[src/rtl/replay_reader_pkg.sv]
// Shared defaults and FSM state encoding for the replay buffer read side.
package replay_reader_pkg;

  localparam int DATA_W_DEF = 8;
  localparam int ADDR_W_DEF = 3;

  typedef enum logic [1:0] {
    SEND   = 2'd0,
    REWIND = 2'd1,
    REPLAY = 2'd2
  } state_t;

endpackage

[src/rtl/replay_mem.sv]
// Replay buffer storage: one synchronous write port and a show-ahead asynchronous read port.
module replay_mem #(
  parameter int DATA_W = 8,
  parameter int ADDR_W = 3
) (
  input  logic              clk,
  input  logic              we,
  input  logic [ADDR_W-1:0] w_addr,
  input  logic [DATA_W-1:0] wdata,
  input  logic [ADDR_W-1:0] r_addr,
  output logic [DATA_W-1:0] rdata
);

  logic [DATA_W-1:0] mem [2**ADDR_W];

  always_ff @(posedge clk) begin
    if (we) mem[w_addr] <= wdata;
  end

  assign rdata = mem[r_addr];

endmodule

[src/rtl/replay_reader.sv]
// Read-side replay controller: streams retained entries with valid/ready, frees them on cumulative ack,
// and rewinds to the oldest unacked entry on nak (one dead REWIND cycle, then replay from head).
module replay_reader
  import replay_reader_pkg::*;
#(
  parameter int DATA_W = DATA_W_DEF,
  parameter int ADDR_W = ADDR_W_DEF
) (
  input  logic              clk,
  input  logic              reset,
  input  logic              wr,
  input  logic [DATA_W-1:0] wdata,
  output logic              full,
  output logic              empty,
  output logic [ADDR_W:0]   count,
  output logic              tx_valid,
  input  logic              tx_ready,
  output logic [DATA_W-1:0] tx_data,
  output logic [ADDR_W:0]   tx_seq,
  input  logic              ack,
  input  logic [ADDR_W:0]   ack_seq,
  input  logic              nak,
  output logic              replaying,
  output logic [ADDR_W-1:0] w_addr,
  output logic [ADDR_W-1:0] r_addr
);

  localparam int PW = ADDR_W + 1;
  localparam logic [PW-1:0] DEPTH = PW'(2**ADDR_W);

  logic [PW-1:0] head, tx_ptr, wr_ptr, replay_end;
  logic [PW-1:0] head_nxt, tx_inc, ack_dist, sent_dist, adv_dist, end_dist;
  logic          do_wr, hs, ack_ok, nak_ok, passed_end;
  state_t        state;

  assign count     = wr_ptr - head;
  assign full      = (count == DEPTH);
  assign empty     = (count == '0);
  assign tx_valid  = (tx_ptr != wr_ptr) && (state != REWIND);
  assign tx_seq    = tx_ptr;
  assign replaying = (state != SEND);
  assign w_addr    = wr_ptr[ADDR_W-1:0];
  assign r_addr    = tx_ptr[ADDR_W-1:0];

  assign do_wr  = wr && !full;
  assign hs     = tx_valid && tx_ready;
  assign tx_inc = tx_ptr + 1'b1;

  // All window tests are distances from head so they stay correct across pointer wrap.
  assign ack_dist  = ack_seq - head;
  assign sent_dist = tx_ptr - head;
  assign ack_ok    = ack && (ack_dist < sent_dist);
  assign head_nxt  = ack_ok ? ack_seq + 1'b1 : head;
  assign nak_ok    = nak && (tx_ptr != head_nxt);
  assign adv_dist  = head_nxt - head;
  assign end_dist  = replay_end - head;
  assign passed_end = ack_ok && (adv_dist >= end_dist);

  replay_mem #(.DATA_W(DATA_W), .ADDR_W(ADDR_W)) u_mem (
    .clk    (clk),
    .we     (do_wr),
    .w_addr (w_addr),
    .wdata  (wdata),
    .r_addr (r_addr),
    .rdata  (tx_data)
  );

  always_ff @(posedge clk or negedge reset) begin
    if (!reset) begin
      head       <= '0;
      tx_ptr     <= '0;
      wr_ptr     <= '0;
      replay_end <= '0;
      state      <= SEND;
    end else begin
      head <= head_nxt;
      if (do_wr) wr_ptr <= wr_ptr + 1'b1;
      // A same-cycle handshake is dropped: the rewind target wins over the increment.
      if (nak_ok) begin
        tx_ptr     <= head_nxt;
        replay_end <= tx_ptr;
        state      <= REWIND;
      end else begin
        if (hs) tx_ptr <= tx_inc;
        case (state)
          SEND:    state <= SEND;
          REWIND:  state <= REPLAY;
          REPLAY:  if ((hs && tx_inc == replay_end) || passed_end) state <= SEND;
          default: state <= SEND;
        endcase
      end
    end
  end

endmodule

[config.mk]
export PLATFORM = sky130hd
export DESIGN_NAME = replay_reader
export DESIGN_NICKNAME = d
export VERILOG_FILES = /design/src/rtl/replay_reader_pkg.sv /design/src/rtl/replay_mem.sv /design/src/rtl/replay_reader.sv
export SDC_FILE = /design/constraint.sdc
export NUM_CORES = 1
export LEC_CHECK = 0
export BUFFER_PORTS_ARGS = -buffer_cell sky130_fd_sc_hd__buf_4
export CORE_ASPECT_RATIO = 0.9
export CORE_UTILIZATION = 30
export DETAILED_ROUTE_END_ITERATION = 8
export PLACE_DENSITY_LB_ADDON = 0.2
export SYNTH_ARGS = -nofsm -noshare
export SYNTH_HDL_FRONTEND = slang
export SYNTH_SLANG_ARGS = --single-unit
[constraint.sdc]
create_clock -name clk -period 5.1 [get_ports clk]
set_clock_uncertainty 0.1 [all_clocks]
set_input_delay 0.51 -clock clk [delete_from_list [all_inputs] [get_ports clk]]
set_output_delay 0.51 -clock clk [all_outputs]
set_load 0.02 [all_outputs]
* Word-level counts from Yosys, hierarchy flattened *
Memories as Yosys holds them, arrays and structs flattened.
Index checks and enable logic that the tools add are counted.

storage, ports and cells
  flip-flop bits (word level) = 18
  bits in latches = 0
  bits in writable memories = 64
  bits in read-only memories = 0
  output and inout port bits = 26
  logic and storage cells = 44
  memories = 1

operators by class
  add/subtract/negate cells = 8
  $mul = 0
  divide/modulo/power cells = 0
  magnitude comparators = 2
  eq/ne operators = 8
  shift operators = 0
  mux-type cells = 8
  bitwise operators = 0
  reduce and logical (&&, ||, !) cells = 12

memories
  name       depth  width  rd ports  clocked after memory_dff  write ports  RTL line          source
  u_mem.mem  8      8      1         0                         1            replay_mem.sv:14  logic [DATA_W-1:0] mem [2**ADDR_W];

operators by type and width
  cell                 count
  $sub 4x4->4          5
  $add 4x1->4 const B  3
  $mux 4               3
  $ne 4x4->1           2
  $logic_and 1x1->1    7
  $eq 4x4->1           1
  $eq 4x4->1 const B   1
  $ge 4x4->1           1
  $logic_not 4->1      1
  $lt 4x4->1           1
  $mux 2               2
  $pmux 2 s2           1
  $reduce_bool 2->1    2
  $ne 3x3->1 const B   1
  $eq 2x1->1 const B   1
  $eq 2x2->1 const B   1
  $mux 1               2
  $ne 2x1->1 const B   1
  $logic_not 1->1      1
  $logic_or 1x1->1     1

* Depth between registers and ports, before layout *
Gate-level depths: netlist (run 1).

  depth after elaboration = 11
  depth in mapped cells = 22
  depth with buffers taken out = 20

* Cells and area by module *
From an unflattened synthesis (run 1), not the netlist that was laid out.

second synthesis, totals
  cell total of the unflattened synthesis = 307
  area total of the unflattened synthesis = 4450.5 um^2

by module, submodules not included
  module         times used  cells each  area an instance (um^2)  seq. area each (um^2)
  replay_mem     1           106         2531.2                   1921.8
  replay_reader  1           201         1919.3                   450.4

* Least setup slack after synthesis (run 1) *
No wires, ideal clock.

  kind = flip-flop to flip-flop
  from = register tx_ptr[0], in the netlist tx_seq[0]
  to = register state[1]
  setup time = 0.077 ns
  arrival = 4.527 ns
  path slack = 0.396 ns
  stages on the path, launching flop included = 22
  period minus slack after synthesis = 4.704 ns
  cells stage by stage = dfrtp_1 buf_2 buf_2 inv_1 ha_1 inv_1 fa_1 inv_1 ha_1 o211ai_2 o211ai_2 nor2_1 a21oi_1 ha_1 fa_1 inv_1 ha_1 a21o_1 a21o_1 a21oi_1 o221ai_1 a21oi_1

on the way
  cells in the longest elaborated chain, start to end = 9

ends and longest elaborated chain
  item                    RTL line             source
  start, declared         replay_reader.sv:31  logic [PW-1:0] head, tx_ptr, wr_ptr, replay_end;
  start signal, assigned  replay_reader.sv:80  tx_ptr <= head_nxt;
  start signal, assigned  replay_reader.sv:84  if (hs) tx_ptr <= tx_inc;
  $sub 4x4->4             replay_reader.sv:51  assign sent_dist = tx_ptr - head;
  $lt 4x4->1              replay_reader.sv:52  assign ack_ok = ack && (ack_dist < sent_dist);
  $logic_and 1x1->1       replay_reader.sv:52
  $mux 4                  replay_reader.sv:53  assign head_nxt = ack_ok ? ack_seq + 1'b1 : head;
  $sub 4x4->4             replay_reader.sv:55  assign adv_dist = head_nxt - head;
  $ge 4x4->1              replay_reader.sv:57  assign passed_end = ack_ok && (adv_dist >= end_dist);
  $logic_and 1x1->1       replay_reader.sv:57
  $logic_or 1x1->1        replay_reader.sv:88  REPLAY: if ((hs && tx_inc == replay_end) || passed_end) state <= SEND;
  $ne 3x3->1 (no line)    --
  end signal, assigned    replay_reader.sv:87  REWIND: state <= REPLAY;
  end signal, assigned    replay_reader.sv:88
  end signal, assigned    replay_reader.sv:89  default: state <= SEND;
  end, declared           replay_reader.sv:34  state_t state;

Several ways; a longest one is shown, not always the timed one.
A chain may end at the register's enable or synchronous reset.

* Worst setup path after layout (run 1) *
  from = register head[1]
  to = register state[1]

on the way
  cells in the longest elaborated chain, start to end = 9

ends and longest elaborated chain
  item                                   RTL line                                  source
  start, declared                        replay_reader.sv:31
  start signal, assigned                 replay_reader.sv:76                       head <= head_nxt;
  $sub 4x4->4, on equally long branches  replay_reader.sv:50, replay_reader.sv:51
  $lt 4x4->1                             replay_reader.sv:52
  $logic_and 1x1->1                      replay_reader.sv:52
  $mux 4                                 replay_reader.sv:53
  $sub 4x4->4                            replay_reader.sv:55
  $ge 4x4->1                             replay_reader.sv:57
  $logic_and 1x1->1                      replay_reader.sv:57
  $logic_or 1x1->1                       replay_reader.sv:88
  $ne 3x3->1 (no line)                   --

Several ways; a longest one is shown, not always the timed one.

==> summary.txt, run 1 <==
Global routing
  – Largest net degree at the start of global routing: 26
  – GRT busiest layer: met1
  – Vias in the first global route: about 2600
  – Met1 Track Usage GR: 20.7%
  – Total track usage: 13.9%
  – Met2 usage: about a fifth
  – Total grt overflow: 0
  – M3 GR Usage: 2.61%
  – First-pass GRT wire length: ~15000 µm
  – Initial antenna violation count: 0

Floorplan
  – Die Area: ~0.015 mm²
  – Cell Rows: 41
  – Initial core utilization: 31.0%
  – Die width: 129 µm
  – Die Ht: approximately 120 µm
  – Area of the core: between 0.01 and 0.015 mm²
  – # IOs: 44

Yosys
  – Syn nets: 356
  – Yosys warns: 0
  – Syn Std Cell Area: around 0.0044 mm²
  – Syn avg cell area: about 14 µm²
  – Yosys reg bits: 82
  – Netlist cell types: 44
  – Top_reg_cell synth: edfxtp_1
  – Number of synthesized flops with an enable pin: 64
  – Synth async-reset ratio: a little over a fifth
  – Sequential fraction of the synthesis area: approximately 54%
  – Synth Instances: 308

Route
  – Vias after detailed routing: around 2500
  – Vias per inst: about 4.6
  – Drt pass-1 iters: 4
  – WL per Instance: 17.5 µm
  – Total wire length: slightly below 10000 µm
  – Drt initial violations: roughly 140
  – # DRC: 0
  – Antenna violation net count after detailed routing: 0

Timing
  – RSZ-0062 raised after global routing: no
  – Period minus WS final: approximately 4600 ps
  – Least-Margin Pin Slew: ~880 ps
  – Fmax achieved: roughly 0.22 GHz
  – Period utilization: around nine tenths
  – Sum Neg Setup Slack: 0 ps
  – Final-report hold violation count: 0
  – # setup viols final: 0
  – Max Slew Vio Count: 0
  – Slew margin rel.: about 41%

Placement
  – Gp weighted congestion: about 0.8
  – HPWL after DPL: 6550 µm
  – Port-buffer cells: 43

Worst setup path
  – Crit path max-delay family: compound AO/OA/AOI/OAI gates
  – Reg2reg end: state[1]
  – Reg2reg setup slack: around 520 ps
  – Crit path launch type: flop
  – CP Data Required Time: ~5300 ps
  – CP bufs+invs: 2
  – Crit path max-delay cell type: dfrtp_1
  – Reg2reg start: head[1]
  – CP max FO: 9
  – Crit path kind: flop to flop
  – Slowest stage delay, CP: about 530 ps
  – WP data arrival: 4740 ps
  – CP cell instances: inv_1 > ha_1 > a21o_1 > a21oi_1 > xnor2_1 > ha_1 > o211ai_2 > o211ai_2 > nor2_1 > a21oi_1 > ha_1 > fa_1 > inv_1 > ha_1 > a21o_1 > a21o_1 > a21oi_1 > o221ai_1 > a21oi_1
  – R2r worst-path depth: 19
  – CP Capture Type: flop

Layout
  – Area growth from synthesis to layout: 19.9%
  – Diodes inserted: 0
  – Share of cells above drive strength 1: 29.5%
  – Final #Nets: between 400 and 500

Clock tree
  – H-tree depth: 3
  – Worst skew pair latency: about 330 ps
  – CTS tree: done
  – CTS sink count: 82
  – CTS buffer count: 9
  – Hold buffers post-CTS: 1
  – Clock root cell: clkbuf_16
  – CTS Buffer Depth: 2
  – Resize count post-CTS: 0
  – Setup Buffers After CTS: 0
  – Clock slew at reported path FFs: 70 ps

Hold path
  – Min-Delay Path Class: input pin to flop
  – WHS Path Cells: 1
  – Worst Hold Launch: wdata[6]
  – Worst hold path endpoint: u_mem.mem[7][6]

Run status
  – Status: finished clean

Run
  – Max cap viols: 0
-- logic make-up (layout without fill, tap and decap cells) --
group	after synthesis	count (layout)	synth area share [%]
simple gates	47	47	5.73
buf+inv	46	97	4.58
xor+xnor	38	38	7.62
flops	82	82	54.3
fa+ha+maj	30	30	9.45
compound gates	34	34	5.90
mux	31	31	12.4
-- worst max-delay path by stage --
stage / endpoint / from / cells past startpoint
after global routing: state[1] / head[1] / 19
after detailed placement: state[1] / head[1] / 19
after CTS: state[1] / head[1] / 19
after global placement: state[1] / head[1] / 18
final: state[1] / head[1] / 19
after floorplan: state[1] / tx_seq[0] / 21
-- stage by stage --
step           worst slack (ps)  cells  hold WS [ps]  instance area [µm²]  util, %
2_1_floorplan               396    308           114                 4370        -
3_3_place_gp                639    535           307                 4920     34.9
3_5_place_dp                532    535           313                 4920     34.9
4_1_cts                     506    552           297                 5240     37.1
5_1_grt                     123    552           304                 5240     37.1
6_report                    520    552           314                 5240     37.1
-- per-layer routing --
metal | up-vias | share of wire [%]
met5 | - | 0
met4 | 0 | 1.1
met3 | 6 | 2.6
met2 | 34 | 45
met1 | 1263 | 51
li1 | 1219 | -
-- cell usage after synthesis, types with 2 or more instances --
cell / instances / area share [%]
a21oi_1: 10 / 1.1
inv_1: 28 / 2.4
fa_1: 5 / 2.3
mux2_4: 2 / 0.69
or2_2: 3 / 0.43
o211ai_2: 2 / 0.57
dfrtp_1: 18 / 10
mux2i_1: 4 / 0.92
nand2b_1: 2 / 0.29
nand3_1: 3 / 0.34
a21o_1: 6 / 1.0
nor4_1: 5 / 0.72
mux2_2: 8 / 2.1
buf_4: 6 / 1.0
nand2_1: 11 / 0.95
nor2_1: 5 / 0.43
edfxtp_1: 64 / 44
xor2_1: 13 / 2.6
o21ai_0: 6 / 0.69
nor3_1: 8 / 0.92
ha_1: 25 / 7.2
nor2b_1: 3 / 0.43
xnor2_1: 25 / 5.0
mux4_2: 16 / 8.2
nand4_1: 2 / 0.29
buf_2: 4 / 0.46
clkbuf_1: 7 / 0.60
-- area by class of cell --
type | count | area [µm²]
tap | 193 | 241
multi-input combinational | 180 | 1820
sequential | 82 | 2370
fill | 1345 | 8870
clock buffer | 9 | 225
clock inverter | 7 | 77.6
timing repair buffer | 52 | 393
inverter | 29 | 109
-- state kept, by name (all words and copies together) (netlist names) --
signal / count
state: 2
wr_ptr: 4
replay_end: 4
head: 4
tx_seq: 4
u_mem.mem: 64
-- layout by cell type, fill, tap and decap left out, types with 8 or more instances in the layout --
cell / n
buf_4: 51
dfrtp_1: 18
ha_1: 25
mux2_2: 8
clkbuf_16: 9
mux4_2: 16
xnor2_1: 25
nand2_1: 11
inv_1: 28
a21oi_1: 10
xor2_1: 13
edfxtp_1: 64
Power of run 1 is not shown: default switching activity piles up to over one toggle a cycle in this logic, so the estimate is an artifact.
==> run 2, diff against run 1 <==
--- a/config.mk
+++ b/config.mk
@@ -5,7 +5,7 @@
 export SDC_FILE = /design/constraint.sdc
 export NUM_CORES = 1
 export LEC_CHECK = 0
-export BUFFER_PORTS_ARGS = -buffer_cell sky130_fd_sc_hd__buf_4
+export BUFFER_PORTS_ARGS = -buffer_cell sky130_fd_sc_hd__buf_2
 export CORE_ASPECT_RATIO = 0.9
 export CORE_UTILIZATION = 30
 export DETAILED_ROUTE_END_ITERATION = 8
==> run 2 against run 1 <==
Against the previous run: die area unchanged; hold slack got worse by 300 ps; core utilization decreased by 0.89 points; routed wire length decreased by 2.9%; highest routed layer unchanged.
==> summary.txt, run 2 (same netlist as run 1, synthesis figures left out) <==
Layout
  – Area growth from synthesis to layout: 17.0%
  – Final instance area: 0.00511 mm²
  – Reg with most FFs: u_mem.mem
  – Diodes inserted: 0
  – Share of cells above drive strength 1: ~30%
  – Final #Nets: 401
  – Utilization after layout: 36.2%
  – Max FFs per register: between 60 and 70
  – Most frequent cells in the layout: edfxtp_1, buf_2, inv_1
  – Commonest non-fill, non-tap cell in the layout: edfxtp_1

Route
  – Vias per inst: approximately 4.6
  – WL per Instance: ~17 µm
  – Vias after detailed routing: ~2500
  – Antenna violation net count after detailed routing: 0
  – Total wire length: about 9400 µm
  – Drt initial violations: about 120
  – # DRC: 0
  – Drt pass-1 iters: 4

Timing
  – RSZ-0062 raised after global routing: no
  – Min Hold Slack: 12.6 ps
  – Least-Margin Pin Slew: 834 ps
  – Period utilization: approximately nine tenths
  – Sum Neg Setup Slack: 0 ps
  – Final-report hold violation count: 0
  – # setup viols final: 0
  – Period minus WS final: about 4600 ps
  – Fmax achieved: ~0.22 GHz
  – Slew margin rel.: 44.1%
  – Max Slew Vio Count: 0

Worst setup path
  – Crit path launch type: flop
  – R2r worst-path depth: 19
  – Crit path max-delay family: compound AO/OA/AOI/OAI gates
  – Reg2reg setup slack: around 500 ps
  – Crit path max-delay cell type: dfrtp_1
  – CP cell instances: inv_1 > ha_1 > a21o_1 > a21oi_1 > xnor2_1 > ha_1 > o211ai_2 > o211ai_2 > nor2_1 > a21oi_1 > ha_1 > fa_1 > inv_1 > ha_1 > a21o_1 > a21o_1 > a21oi_1 > o221ai_1 > a21oi_1
  – WP data arrival: between 4000 and 5000 ps
  – Reg2reg start: head[1]
  – Slowest stage delay, CP: around 530 ps
  – CP Capture Type: flop
  – CP max FO: 9
  – CP bufs+invs: 2
  – Reg2reg end: state[1]
  – Crit path kind: flop to flop
  – CP Data Required Time: 5260 ps

Global routing
  – Largest net degree at the start of global routing: 26
  – Total grt overflow: 0
  – Total track usage: a little over an eighth
  – First-pass GRT wire length: around 15000 µm
  – Initial antenna violation count: 0
  – Vias in the first global route: 2577

Floorplan
  – Area of the core: approximately 0.014 mm²
  – Initial core utilization: between 30% and 40%
  – Die width: about 130 µm
  – Die Ht: roughly 120 µm
  – Cell Rows: 41
  – # IOs: 44
  – Die Area: between 0.015 and 0.02 mm²

Clock tree
  – Setup Buffers After CTS: 0
  – CTS Buffer Depth: 2
  – Hold buffers post-CTS: 0
  – Clock slew at reported path FFs: roughly 70 ps
  – CTS buffer count: 9
  – Resize count post-CTS: 0
  – CTS tree: done
  – Worst skew pair latency: around 340 ps
  – Clock root cell: clkbuf_16
  – H-tree depth: 3
  – CTS sink count: 82

Hold path
  – Min-Delay Path Class: input pin to async pin

Placement
  – Port-buffer cells: 43
  – HPWL after DPL: 6510 µm
  – Post-DP Area: slightly below 0.005 mm²
  – Gp weighted congestion: just under 0.8

Run
  – Max cap viols: 0

Run status
  – Status: finished clean
[run 2: changes by cell type in the layout (fill, tap and decap cells not counted), moves of 2 or more]
cell        change
buf_2          +43
clkinv_2        +2
buf_4          -43
clkinvlp_4      -2
[run 2: area by class of cell]
type                    count  area, µm²
inverters                  29        109
flip-flops and latches     82       2370
fillers                  1361       8990
repair buffers             51        275
clock inverters             7       75.1
multi-input cells         180       1810
clock buffers               9        225
well taps                 193        241
[run 2: routing by layer]
metal  share of wire [%]  GRT usage (%)  up-vias
met3                 2.0           2.52        9
met1                  50           19.1     1251
met2                  47           21.2       32
li1                    -              -     1219
met4                 1.5           4.24        0
met5                   0              0        -
[run 2: how the worst max path moves through the flow]
| stage | slack, ps | cells past startpoint | from | end |
|---|---|---|---|---|
| after floorplan | 400 | 21 | tx_seq[0] | state[1] |
| after global placement | 640 | 18 | head[1] | state[1] |
| after detailed placement | 520 | 19 | head[1] | state[1] |
| after CTS | 480 | 19 | head[1] | state[1] |
| after global routing | 190 | 19 | head[1] | state[1] |
| final | 490 | 19 | head[1] | state[1] |
[run 2: metrics by stage]
step	cells	worst slack, ps
finish	551	491
global route	551	187
CTS	551	481
detailed placement	535	521
global placement	535	637
floorplan	308	396
Power of run 2 is left out for the same reason.
==> run 3, diff against run 2 <==
--- a/config.mk
+++ b/config.mk
@@ -7,7 +7,7 @@
 export LEC_CHECK = 0
 export BUFFER_PORTS_ARGS = -buffer_cell sky130_fd_sc_hd__buf_2
 export CORE_ASPECT_RATIO = 0.9
-export CORE_UTILIZATION = 30
+export CORE_UTILIZATION = 25
 export DETAILED_ROUTE_END_ITERATION = 8
 export PLACE_DENSITY_LB_ADDON = 0.2
 export SYNTH_ARGS = -nofsm -noshare
==> run 3 against run 2 <==
Against the previous run: flip-flop and latch count is the same; sequential share of layout area shrank 0.56 points; die area grew 20%; global-route usage shrank 1.9 points; hold slack gained 17 ps; first-iteration DRC count shrank 5.9%; highest routed layer unchanged; fmax grew 2.8%; non-clock buffer count grew 1; setup slack gained 120 ps; routed wire length grew 5.1%; final area grew 1.2%.
==> summary.txt, run 3 (same netlist as run 1, synthesis figures left out) <==
Run status
  – Status: finished clean

Worst setup path
  – Crit path launch type: flop
  – Crit path max-delay cell type: dfrtp_1
  – CP max FO: 9
  – CP Data Required Time: between 5000 and 6000 ps
  – Slowest stage delay, CP: between 400 and 500 ps
  – CP Capture Type: flop
  – CP cell instances: inv_1 > ha_1 > a21o_1 > a21oi_1 > xnor2_1 > ha_1 > o211ai_2 > o211ai_2 > buf_4 > nor2_1 > a21oi_1 > ha_1 > fa_1 > inv_1 > ha_1 > a21o_1 > a21o_1 > a21oi_1 > o221ai_1 > a21oi_1
  – Crit path kind: flop to flop
  – WP data arrival: about 4600 ps

Placement
  – Gp weighted congestion: between 0.7 and 0.8
  – Total placed cells including tap cells: roughly 580
  – Port-buffer cells: 43
  – HPWL after DPL: 6750 µm

Route
  – Vias after detailed routing: ~2500
  – Total wire length: 9850 µm
  – # DRC: 0
  – Vias per inst: roughly 4.2
  – Antenna violation net count after detailed routing: 0
  – Drt initial violations: around 110
  – Drt pass-1 iters: 4
  – WL per Instance: 16.6 µm

Layout
  – Diodes inserted: 0
  – Utilization after layout: a little under a third
  – Final #Nets: about 400
  – Share of cells above drive strength 1: around 30%
  – Fin cells: 594
  – Reg with most FFs: u_mem.mem
  – Area growth from synthesis to layout: 18.4%
  – Most frequent cells in the layout: edfxtp_1, buf_2, inv_1
  – Max FFs per register: 64
  – Commonest non-fill, non-tap cell in the layout: edfxtp_1

Timing
  – # setup viols final: 0
  – Max Slew Vio Count: 0
  – Min Hold Slack: between 30 and 40 ps
  – Final-report hold violation count: 0
  – Sum Neg Setup Slack: 0 ps
  – Slew margin rel.: between 40% and 50%
  – Least-Margin Pin Slew: 801 ps
  – Fmax achieved: between 0.2 and 0.25 GHz
  – Period minus WS final: between 4000 and 5000 ps
  – RSZ-0062 raised after global routing: no
  – Period utilization: between 80 and 90%

Floorplan
  – # IOs: 44
  – Initial core utilization: 25.7%
  – Die Ht: between 100 and 150 µm
  – Die Area: 0.0180 mm²
  – Cell Rows: between 40 and 50
  – Die width: around 140 µm
  – Area of the core: 0.0170 mm²

Clock tree
  – H-tree depth: 3
  – Resize count post-CTS: 0
  – CTS buffer count: 9
  – CTS Buffer Depth: 2
  – Clock root cell: clkbuf_16
  – Setup Buffers After CTS: 0
  – CTS tree: done
  – Clock slew at reported path FFs: 60 ps
  – Hold buffers post-CTS: 0
  – CTS sink count: approximately 80
  – Worst skew pair latency: approximately 340 ps

Global routing
  – Total track usage: a little under an eighth
  – Largest net degree at the start of global routing: 25
  – First-pass GRT wire length: between 15000 and 20000 µm
  – Initial antenna violation count: 0
  – Total grt overflow: 0
  – Vias in the first global route: ~2600

Run
  – Max cap viols: 0

Hold path
  – Min-Delay Path Class: input pin to async pin
[run 3: changes by cell type in the layout (fill, tap and decap cells not counted), sizes merged]
cell      delta
buf          +1
clkinv       -2
clkinvlp     +2
[run 3: stage by stage]
| stage | setup WS, ps | cell area (µm²) |
|---|---|---|
| 2_1_floorplan | 396 | 4370 |
| 6_report | 615 | 5170 |
| 4_1_cts | 603 | 5170 |
| 5_1_grt | 225 | 5170 |
| 3_3_place_gp | 746 | 4870 |
| 3_5_place_dp | 643 | 4870 |
[run 3: routing by layer]
metal  global-route usage [%]  share of wire, %  routed length, µm
met5                        0                 0                  0
met4                     3.26               1.2                120
met3                     2.06               2.6                252
met2                     18.1                45               4390
met1                     16.5                52               5090
[run 3: path summary, 6_finish.rpt]
path | slack [ps] | endpoint | from | cells past startpoint
worst max-delay path | 610 | state[1] | head[1] | 20
min in group clk | 340 | u_mem.mem[0][0] | wdata[0] | 1
max in group asynchronous | 4530 | replay_end[0] | reset | 1
worst min register to register | 440 | wr_ptr[3] | wr_ptr[3] | 1
worst max register to register | 610 | state[1] | head[1] | 20
worst min-delay path | 30 | tx_seq[1] | reset | 1
[run 3: critical path, delay by kind of cell (launching register included)]
family / cells / cell delay (ps)
compound gates: 10 / 1620
xor+xnor: 1 / 100
fa+ha+maj: 5 / 1500
buf+inv: 3 / 560
flops: 1 / 480
simple gates: 1 / 50
[run 3: final cells by class]
class                   instances  area, µm²
well taps                     235        294
inverters                      29        109
clock buffers                   9        225
clock inverters                 7       77.6
repair buffers                 52        283
multi-input cells             180       1810
flip-flops and latches         82       2370
fillers                      1748      11800
Power of run 3 is left out for the same reason.
